--- config.mk ---
export PLATFORM = sky130hd
export DESIGN_NAME = cgol_batch_sched
export DESIGN_NICKNAME = d
export VERILOG_FILES = /design/src/rtl/xbox_def_pkg.sv /design/src/rtl/cgol_sched_wdog.sv /design/src/rtl/cgol_batch_sched.sv
export SDC_FILE = /design/constraint.sdc
export NUM_CORES = 1
export LEC_CHECK = 0
export ABC_AREA = 0
export ABC_CLOCK_PERIOD_IN_PS = 3000
export CORE_UTILIZATION = 45
export DETAILED_ROUTE_END_ITERATION = 10
export PLACE_DENSITY = 0.79
export SYNTH_ARGS = -nofsm -noshare
export SYNTH_HDL_FRONTEND = slang
export SYNTH_SLANG_ARGS = --single-unit
--- constraint.sdc ---
create_clock -name clk -period 3 [get_ports clk]
set_input_delay 0.75 -clock clk [delete_from_list [all_inputs] [get_ports clk]]
set_output_delay 0.75 -clock clk [all_outputs]
set_load 0.05 [all_outputs]
--- src/rtl/xbox_def_pkg.sv ---
// Shared definitions for the xbox accelerator slice: address width, scheduler
// counter width defaults and the batch scheduler state encoding.
package xbox_def_pkg;

    localparam int XMEM_ADDR_WIDTH = 32;

    localparam int DEF_GEN_W  = 16;
    localparam int DEF_GRID_W = 8;
    localparam int DEF_TMO_W  = 24;

    typedef enum logic [2:0] {
        IDLE,
        LAUNCH,
        WAIT,
        ACK,
        SETTLE,
        DONE,
        ERROR
    } sched_state_e;

endpackage

--- src/rtl/cgol_sched_wdog.sv ---
// Per-generation watchdog: counts enabled cycles since the last clear and flags
// expiry on the cycle the count reaches limit-1. A zero limit never expires.
module cgol_sched_wdog #(
    parameter int TMO_W = 24
) (
    input  logic             clk,
    input  logic             rst,
    input  logic             clr,
    input  logic             en,
    input  logic [TMO_W-1:0] limit,
    output logic             expire
);

    logic [TMO_W-1:0] count;

    always_ff @(posedge clk) begin
        if (rst || clr) begin
            count <= '0;
        end else if (en) begin
            count <= count + TMO_W'(1);
        end
    end

    assign expire = en && (limit != '0) && (count == limit - TMO_W'(1));

endmodule

--- src/rtl/cgol_batch_sched.sv ---
// Batch scheduler: runs the cgol_xlr engine over a list of grids, advancing
// each one a fixed number of generations, with watchdog and abort handling.
module cgol_batch_sched
    import xbox_def_pkg::*;
#(
    parameter int ADDR_W = XMEM_ADDR_WIDTH,
    parameter int GEN_W  = DEF_GEN_W,
    parameter int GRID_W = DEF_GRID_W,
    parameter int TMO_W  = DEF_TMO_W
) (
    input  logic              clk,
    input  logic              rst,
    input  logic [ADDR_W-1:0] cfg_base_addr,
    input  logic [ADDR_W-1:0] cfg_grid_stride,
    input  logic [GRID_W-1:0] cfg_num_grids,
    input  logic [GEN_W-1:0]  cfg_gen_count,
    input  logic [31:0]       cfg_width,
    input  logic [31:0]       cfg_height,
    input  logic [TMO_W-1:0]  cfg_timeout,
    input  logic              host_start,
    input  logic              host_abort,
    input  logic              host_done_clr,
    output logic [ADDR_W-1:0] eng_base_addr,
    output logic [31:0]       eng_width,
    output logic [31:0]       eng_height,
    output logic              eng_start,
    input  logic              eng_done,
    output logic              eng_done_ack,
    output logic              busy,
    output logic              done,
    output logic              err_timeout,
    output logic              aborted,
    output logic [GRID_W-1:0] cur_grid,
    output logic [GEN_W-1:0]  cur_gen
);

    sched_state_e state, state_next;

    logic [GRID_W-1:0] num_grids_q;
    logic [GEN_W-1:0]  gen_count_q;
    logic [ADDR_W-1:0] stride_q;
    logic [ADDR_W-1:0] grid_addr;
    logic [TMO_W-1:0]  timeout_q;
    logic [31:0]       width_q;
    logic [31:0]       height_q;
    logic              abort_pend;

    logic              accept;
    logic              zero_cfg;
    logic              abort_any;
    logic              last_gen;
    logic              last_grid;
    logic              wd_expire;
    logic [GEN_W-1:0]  gen_next;

    assign accept    = host_start && (state == IDLE || state == DONE || state == ERROR);
    assign zero_cfg  = (cfg_num_grids == '0) || (cfg_gen_count == '0);
    assign abort_any = abort_pend || host_abort;
    assign gen_next  = cur_gen + GEN_W'(1);
    assign last_gen  = (gen_next == gen_count_q);
    assign last_grid = (cur_grid == num_grids_q - GRID_W'(1));

    assign eng_base_addr = grid_addr;
    assign eng_width     = width_q;
    assign eng_height    = height_q;

    cgol_sched_wdog #(
        .TMO_W (TMO_W)
    ) u_wdog (
        .clk    (clk),
        .rst    (rst),
        .clr    (state == LAUNCH),
        .en     (state == WAIT),
        .limit  (timeout_q),
        .expire (wd_expire)
    );

    always_ff @(posedge clk) begin
        if (rst) begin
            state <= IDLE;
        end else begin
            state <= state_next;
        end
    end

    always_comb begin
        state_next   = state;
        eng_start    = 1'b0;
        eng_done_ack = 1'b0;
        busy         = 1'b0;
        case (state)
            IDLE, DONE, ERROR: begin
                if (host_start) begin
                    state_next = zero_cfg ? DONE : LAUNCH;
                end
            end
            LAUNCH: begin
                eng_start  = 1'b1;
                busy       = 1'b1;
                state_next = WAIT;
            end
            WAIT: begin
                busy = 1'b1;
                if (eng_done) begin
                    state_next = ACK;
                end else if (wd_expire) begin
                    state_next = ERROR;
                end
            end
            ACK: begin
                eng_done_ack = 1'b1;
                busy         = 1'b1;
                state_next   = (abort_any || (last_gen && last_grid)) ? DONE : SETTLE;
            end
            // The engine must drop done before it can take another start.
            SETTLE: begin
                busy = 1'b1;
                if (abort_any) begin
                    state_next = DONE;
                end else if (!eng_done) begin
                    state_next = LAUNCH;
                end
            end
            default: state_next = IDLE;
        endcase
    end

    always_ff @(posedge clk) begin
        if (rst) begin
            num_grids_q <= '0;
            gen_count_q <= '0;
            stride_q    <= '0;
            grid_addr   <= '0;
            timeout_q   <= '0;
            width_q     <= '0;
            height_q    <= '0;
            abort_pend  <= 1'b0;
            cur_grid    <= '0;
            cur_gen     <= '0;
            done        <= 1'b0;
            err_timeout <= 1'b0;
            aborted     <= 1'b0;
        end else if (accept) begin
            num_grids_q <= cfg_num_grids;
            gen_count_q <= cfg_gen_count;
            stride_q    <= cfg_grid_stride;
            grid_addr   <= cfg_base_addr;
            timeout_q   <= cfg_timeout;
            width_q     <= cfg_width;
            height_q    <= cfg_height;
            abort_pend  <= 1'b0;
            cur_grid    <= '0;
            cur_gen     <= '0;
            done        <= zero_cfg;
            err_timeout <= 1'b0;
            aborted     <= 1'b0;
        end else begin
            // Clears come first so that any flag set below on the same cycle wins.
            if (host_done_clr) begin
                done        <= 1'b0;
                err_timeout <= 1'b0;
                aborted     <= 1'b0;
            end
            if (busy && host_abort) begin
                abort_pend <= 1'b1;
            end
            case (state)
                WAIT: begin
                    if (!eng_done && wd_expire) begin
                        err_timeout <= 1'b1;
                        done        <= 1'b1;
                        abort_pend  <= 1'b0;
                    end
                end
                ACK: begin
                    if (!abort_any && last_gen && !last_grid) begin
                        cur_grid  <= cur_grid + GRID_W'(1);
                        cur_gen   <= '0;
                        grid_addr <= grid_addr + stride_q;
                    end else begin
                        cur_gen <= gen_next;
                    end
                    if (state_next == DONE) begin
                        done       <= 1'b1;
                        abort_pend <= 1'b0;
                        if (abort_any) begin
                            aborted <= 1'b1;
                        end
                    end
                end
                SETTLE: begin
                    if (abort_any) begin
                        done       <= 1'b1;
                        aborted    <= 1'b1;
                        abort_pend <= 1'b0;
                    end
                end
                default: ;
            endcase
        end
    end

endmodule

==> reports/results.ini, run 1 <==
[setup_path]
start_kind = register
slowest_stage = or4b_2
cp.arrival_ps = 3410
worstSetupEndpointType = register
path_max_fanout = 7
cp-startpoint = cur_gen[2]$_SDFFE_PP0P_
r2r_start = cur_gen[2]$_SDFFE_PP0P_
cp.required_ps = 3440
critPathTopFamily = simple AND/OR/NAND/NOR gates
cp_common_cell = buf_6
worstSetupPathType = reg2reg
critPathMaxStageDelay_ps = 610
path_cells = and4_4 > nand2_2 > or4b_2 > nand3_1 > nand4_4 > nor3_4 > buf_6 > nand2_4 > buf_6 > or3_1 > a311oi_2
path_buf_inv = 2

[cts]
cts_tree = yes
cts_htree_levels = 1
root_buffer = clkbuf_16
cts.sinks = 231
cts.path.max_buffers = 3
path_clk_slew_ps = 60
clk_latency_ps = 530
cts-buffers-inserted = 27

[layout]
layout_common_cells = nand2_1 (390), clkdlybuf4s50_1 (303), dfxtp_1 (203), a21oi_1 (200), nor2_1 (103)
syn2layout_area_growth_pct = 41.3
nets = 2100
post-route-util_pct = 64.9
final_common_cell = nand2_1
layout-drive-gt1-share_pct = 10.3
stdcell_count = 2239

[synth]
yosysWarnings = 0
synth_compound_area_share_pct = 18.4
synthArstFlopShare_pct = 0
synth-seq-cells = 231
synth_area_mm2 = 0.0120
synthFlopType = dfxtp_1
yosysSeqAreaShare_pct = 38.6
syn_inst = 1574
synth_mux_area_share_pct = 0.585
synth-simple-area-share_pct = 26.0
syn_area_per_cell_um2 = 7.61
synth_edf_count = 0
synth_xor_area_share_pct = 8.41
syn-num-nets = 1794
synth_fa_ha_area_share_pct = 4.03
synth_top_family_by_area = simple AND/OR/NAND/NOR gates
yosys.cell_types.count = 73

[timing]
post-route-period-util_pct = 99.1
min_period_ps = 2970
fmax_mhz = 337
drv_slew = 0
setup_viol = 0
relSlewSlack_pct = 50.0
rsz0062_at_grt = true
final.setup_skew_ps = 10.7
hold_viol = 0
tns_ps = 0
tightest_slew_ps = 751

[power_and_ir_drop]
leakage_nw = 6.26
power.density_mw_per_mm2 = 656
peakVddDrop_v = 0.000551

[drt]
drt_iter0_drc = 791
wl_per_cell_um = 16.6
drt-total-wl_mm = 37.3
ant_nets = 0
via_per_inst = 5.46
drc = 0
firstDrtPassIters = 5
vias = 12200

[floorplanning]
die_area_mm2 = 0.0273
rows = 59
start_util_pct = 46.0
core_mm2 = 0.0261
die_x_um = 165
io-pin-count = 308
die_h_um = 165

[grt]
grt_start_max_net_pins = 164
grt_antenna_before_repair = 5
grt_use_total_pct = 26.0
gr-total-overflow = 0
grt_pass1_vias = 11600
grt_pass1_wl_mm = 57.4

[place]
portBuffers = 307
post-place-cells = 2177
gp_congestion = 0.968
dp_hpwl_mm = 26.5

[worst_hold_path]
worstHoldStart = eng_height[30]$_SDFFE_PP0P_
holdCritPathClass = reg2reg

[outcome]
outcome = finished, final reports clean

[job]
maxCapViolations = 0

## cell usage after synthesis, types with 7 or more instances
library cell | count | area, µm²
a31oi_1 | 11 | 68.8
xor2_1 | 50 | 438
o211ai_1 | 9 | 67.6
inv_1 | 21 | 78.8
a211oi_1 | 11 | 82.6
ha_1 | 37 | 463
and3_1 | 18 | 113
a21oi_1 | 207 | 1040
clkbuf_1 | 85 | 319
nor3_1 | 31 | 155
nand3_1 | 35 | 175
nand2_1 | 391 | 1470
xnor2_1 | 65 | 569
o21ai_0 | 49 | 245
a21o_1 | 11 | 82.6
a311oi_1 | 20 | 175
nor3b_1 | 7 | 52.6
mux2i_1 | 7 | 70.1
dfxtp_1 | 231 | 4620
o21a_1 | 8 | 60.1
nor4_1 | 20 | 125
nor2b_1 | 13 | 81.3
nor2_1 | 105 | 394
and2_1 | 8 | 50.1
nand4_1 | 18 | 113
## sequential cells by signal, summed over array words and instances (netlist names)
register and cells:
done 1, eng_width 32, abort_pend 1, num_grids_q 8, state 3, eng_base_addr 32
eng_height 32, u_wdog.count 24, cur_grid 8, err_timeout 1, aborted 1, timeout_q 24
gen_count_q 16, stride_q 32, cur_gen 16
## final timing paths
kind | cells after the start | slack, ps | to
max | 11 | 30 | eng_base_addr[18]$_SDFFE_PP0P_
max reg2reg | 11 | 30 | eng_base_addr[18]$_SDFFE_PP0P_
min reg2reg | 2 | 450 | eng_height[30]$_SDFFE_PP0P_
min | 2 | 450 | eng_height[30]$_SDFFE_PP0P_
## routing by layer
metal | wire length (µm) | vias to the layer above | GRT usage, % | share of wire, %
li1 | - | 6064 | - | -
met1 | 15400 | 5706 | 31.3 | 41
met2 | 18100 | 377 | 44.4 | 49
met3 | 2720 | 64 | 6.94 | 7.3
met4 | 1010 | 4 | 8.67 | 2.7
met5 | 27 | - | 0 | 0.072
## what timing repair did
action / CTS / global route
gates resized for setup: 9 / 47
setup endpoints to repair: 8 / 37
pin swaps: 5 / 18
hold buffers: 0 / 0
setup buffers: 0 / 8
gates cloned: 0 / 1
## power breakdown
part           internal [W]  total, W  switching [W]
Clock               0.00179   0.00310        0.00131
Sequential          0.00346   0.00381       0.000344
Combinational       0.00162   0.00419        0.00257
## through the flow
step	worst slack, ps	hold WS [ps]	total power, W	instance area [µm²]
global route	-118	468	0.0117	16900
detailed placement	-163	446	0.00790	15700
global placement	5.98	441	0.00782	15700
finish	28.3	452	0.0111	16900
floorplan	4.97	440	0.00651	12100
CTS	5.41	454	0.0110	16600
## kinds of logic (layout without fill, tap and decap cells)
kind of cell | after synthesis | in the layout
AOI/OAI and AO/OA | 372 | 372
xor gates and xnor gates | 115 | 115
adders and majority gates | 38 | 38
buffers and inverters | 120 | 447
DFF | 231 | 231
muxes | 7 | 7
other | 0 | 3
and+or+nand+nor | 691 | 691
## worst register-to-register path, delay by kind of cell (launching register included)
| family | cells | cell delay [ps] |
|---|---|---|
| AND/OR/NAND/NOR | 8 | 1970 |
| buffers and inverters | 2 | 300 |
| flip-flops | 1 | 370 |
| AO/OA/AOI/OAI | 1 | 250 |
## final cells by class
class / instances / area, µm²
antenna: 3 / 7.51
clock buffer: 40 / 774
clock inverter: 10 / 66.3
fill: 2208 / 9130
inverter: 22 / 82.6
multi-input combinational: 1223 / 7210
sequential: 231 / 4680
tap: 335 / 419
timing repair buffer: 375 / 3690
Note: power is estimated with default switching activity, not from simulation.
==> inputs of run 2 (changes only) <==
--- a/config.mk
+++ b/config.mk
@@ -5,7 +5,7 @@
 export SDC_FILE = /design/constraint.sdc
 export NUM_CORES = 1
 export LEC_CHECK = 0
-export ABC_AREA = 0
+export ABC_AREA = 1
 export ABC_CLOCK_PERIOD_IN_PS = 3000
 export CORE_UTILIZATION = 45
 export DETAILED_ROUTE_END_ITERATION = 10
==> run 2 against run 1 <==
Against the previous run: critical path depth down 7; register-to-register slack better by 210 ps; design area hardly changed; sequential share of layout area is 0.33 points lower; sequential power increased by 14%; count of clock-buffer cells in the layout up 3; first-iteration DRC count is 29% higher; critical endpoint is now eng_start.
==> reports/results.ini, run 2 <==
[outcome]
outcome = finished, final reports clean

[drt]
drt_iter0_drc = 1019  ; +29%
drc = 0  ; unchanged
via_per_inst = 5.25  ; -3.7%
firstDrtPassIters = 7  ; +2
wl_per_cell_um = 15.0  ; -9.8%
drt-total-wl_mm = 38.6  ; +3.7%
ant_nets = 0  ; unchanged
vias = 13500  ; +11%

[setup_path]
start_kind = register
worstSetupPathType = reg2out
path_cells = inv_1 > nand2_1 > nor2_1 > clkdlybuf4s50_1
worstSetupEndpointType = output pin
slowest_stage = clkdlybuf4s50_1
path_max_fanout = 6  ; -1
cp.required_ps = 2250  ; -1190 ps
cp.arrival_ps = 2160  ; -1250 ps
path_buf_inv = 2  ; unchanged
critPathMaxStageDelay_ps = 850  ; +240 ps
critPathTopFamily = buffers and inverters

[synth]
synth_mux_area_share_pct = 0  ; -0.58 points
synthFlopType = dfxtp_1
yosysSeqAreaShare_pct = 36.9  ; -1.7 points
synth_area_leaders = dfxtp_1 (37%), nand2_1 (11%), nor2_1 (11%)
syn_inst = 1903  ; +21%
synth_area_mm2 = 0.0125  ; +4.6%
syn_area_per_cell_um2 = 6.59  ; -13%
synth_most_common_cell = nand2_1
synth-seq-cells = 231  ; unchanged
synth_compound_area_share_pct = 16.3  ; -2.1 points
synth_top_area_share_pct = 36.9  ; -1.7 points
synth_top_area_cell = dfxtp_1
yosys.cell_types.count = 41  ; -44%
synth_xor_area_share_pct = 4.19  ; -4.2 points
synth-simple-area-share_pct = 31.7  ; +5.7 points
synthArstFlopShare_pct = 0  ; unchanged
synth_top_family_by_area = simple AND/OR/NAND/NOR gates
synth_fa_ha_area_share_pct = 3.85  ; -0.18 points
syn-num-nets = 2123  ; +18%
synth_edf_count = 0  ; unchanged
yosysWarnings = 0  ; unchanged
synth_common_cells = nand2_1 (369), nor2_1 (360), dfxtp_1 (231)

[floorplanning]
die_x_um = 169  ; +2.3%
io-pin-count = 308  ; unchanged
rows = 60  ; +1.7%
start_util_pct = 46.1  ; +0.16 points
core_mm2 = 0.0272  ; +4.3%
die_area_mm2 = 0.0285  ; +4.6%
die_h_um = 169  ; +2.3%

[cts]
cts_hold_buffers = 0  ; unchanged
cts.path.max_buffers = 3  ; unchanged
cts-buffers-inserted = 27  ; unchanged
cts_htree_levels = 1  ; unchanged
postCtsSetupRepairBufs = 0  ; unchanged
cts_tree = yes
cts.sinks = 231  ; unchanged
clk_latency_ps = 550  ; +20 ps
root_buffer = clkbuf_16
path_clk_slew_ps = 60  ; about the same

[timing]
tightest_slew_ps = 711  ; -40.1 ps
drv_slew = 0  ; unchanged
hold_viol = 0  ; unchanged
setup_viol = 0  ; unchanged
fmax_mhz = 344  ; +2.3%
tns_ps = 0  ; unchanged
final.setup_skew_ps = 13.8  ; +3.17 ps
min_period_ps = 2910  ; -65.4 ps
relSlewSlack_pct = 52.6  ; +2.7 points
post-route-period-util_pct = 96.9  ; -2.2 points

[grt]
grt_use_total_pct = 26.5  ; +0.58 points
grt_start_max_net_pins = 153  ; -6.7%
gr-total-overflow = 0  ; unchanged
grt_pass1_vias = 12900  ; +12%
grt_antenna_before_repair = 1  ; -4
grt_pass1_wl_mm = 62.6  ; +9.2%

[place]
post-place-cells = 2524  ; +16%
dp_hpwl_mm = 28.2  ; +6.2%
portBuffers = 307  ; unchanged
gp_congestion = 0.971  ; +0.34%
place_area_mm2 = 0.0160  ; +1.7%

[layout]
multi_input_area_mm2 = 0.00705  ; -2.2%
syn2layout_area_growth_pct = 34.9
nets = 2401  ; +14%
stdcell_count = 2574  ; +15%
fin_area_mm2 = 0.0169  ; about the same
layout_common_cells = nand2_1 (369), nor2_1 (358), clkdlybuf4s50_1 (305), dfxtp_1 (231), o21ai_0 (212)
fillerInstances = 2455  ; +11%
final_common_cell = nand2_1
layout-drive-gt1-share_pct = 3.95  ; -6.3 points
regArea_mm2 = 0.00462  ; -1.2%

[power_and_ir_drop]
peakVddDrop_v = 0.000512  ; -7.2%
leakage_nw = 6.99  ; +12%
totalPowerFinal_w = 0.0145  ; +31%
power.density_mw_per_mm2 = 859  ; +31%

[job]
maxCapViolations = 0  ; unchanged

[worst_hold_path]
holdCritPathClass = reg2reg

==> run 2: worst reg2reg max path: stages, from the launching register on <==
cell and delay (ps):
dfxtp_1 420, ha_1 220, nand3_1 160, nor2_2 210, nand2_1 120, nand2_1 100, nand3_1 90, nand2_1 80
nand3_1 70, nor2_1 170, and2_4 200, nand4_4 210, buf_4 350, nand3_1 140, a21oi_1 80
==> run 2: cells by family after synthesis <==
family	count (synthesis)
compound gates	395
xor+xnor	60
fa+ha+maj	38
buf+inv	230
flops	231
simple gates	949
==> run 2: per-stage QoR <==
step,setup slack (ps),utilization [%],hold WS (ps)
finish,93.7,62.3,467
CTS,109,62.2,467
floorplan,169,-,444
global placement,357,58.8,454
detailed placement,251,58.8,458
global route,-7.27,62.2,492
==> run 2: power breakdown <==
part / switching, W / internal [W]
Combinational: 0.00449 / 0.00231
Clock: 0.00132 / 0.00208
Sequential: 0.000531 / 0.00382
Total: 0.00634 / 0.00820
==> run 2: area by class of cell <==
| class | count | area share [%] |
|---|---|---|
| clock inverter | 6 | 0.562 |
| sequential | 231 | 27.3 |
| inverter | 155 | 3.48 |
| timing repair buffer | 324 | 19.3 |
| multi-input combinational | 1442 | 41.7 |
| antenna | 1 | 0.0148 |
| tap | 372 | 2.75 |
| clock buffer | 43 | 4.94 |
==> run 2: what timing repair did <==
action                     4_1_cts  5_1_grt
hold endpoints to repair         0        0
setup endpoints to repair        0       19
resized for setup                0        2
==> run 2: worst paths after layout <==
| kind | start | endpoint | slack [ps] | cells after the start |
|---|---|---|---|---|
| setup / recovery | state[1]$_SDFF_PP0_ | eng_start | 90 | 4 |
| hold / removal | err_timeout$_SDFF_PP0_ | err_timeout$_SDFF_PP0_ | 470 | 2 |
| setup reg to reg | cur_gen[0]$_SDFFE_PP0P_ | eng_base_addr[2]$_SDFFE_PP0P_ | 240 | 14 |
| hold reg to reg | err_timeout$_SDFF_PP0_ | err_timeout$_SDFF_PP0_ | 470 | 2 |
==> run 2: per-layer routing <==
layer  track usage (%)  vias to the layer above  part of all wire (%)
met5                 0                        -                     0
met3              4.04                       90                   5.9
met4              9.64                        0                   3.4
met1              33.5                     6190                    43
li1                  -                     6801                     -
met2              45.7                      439                    47
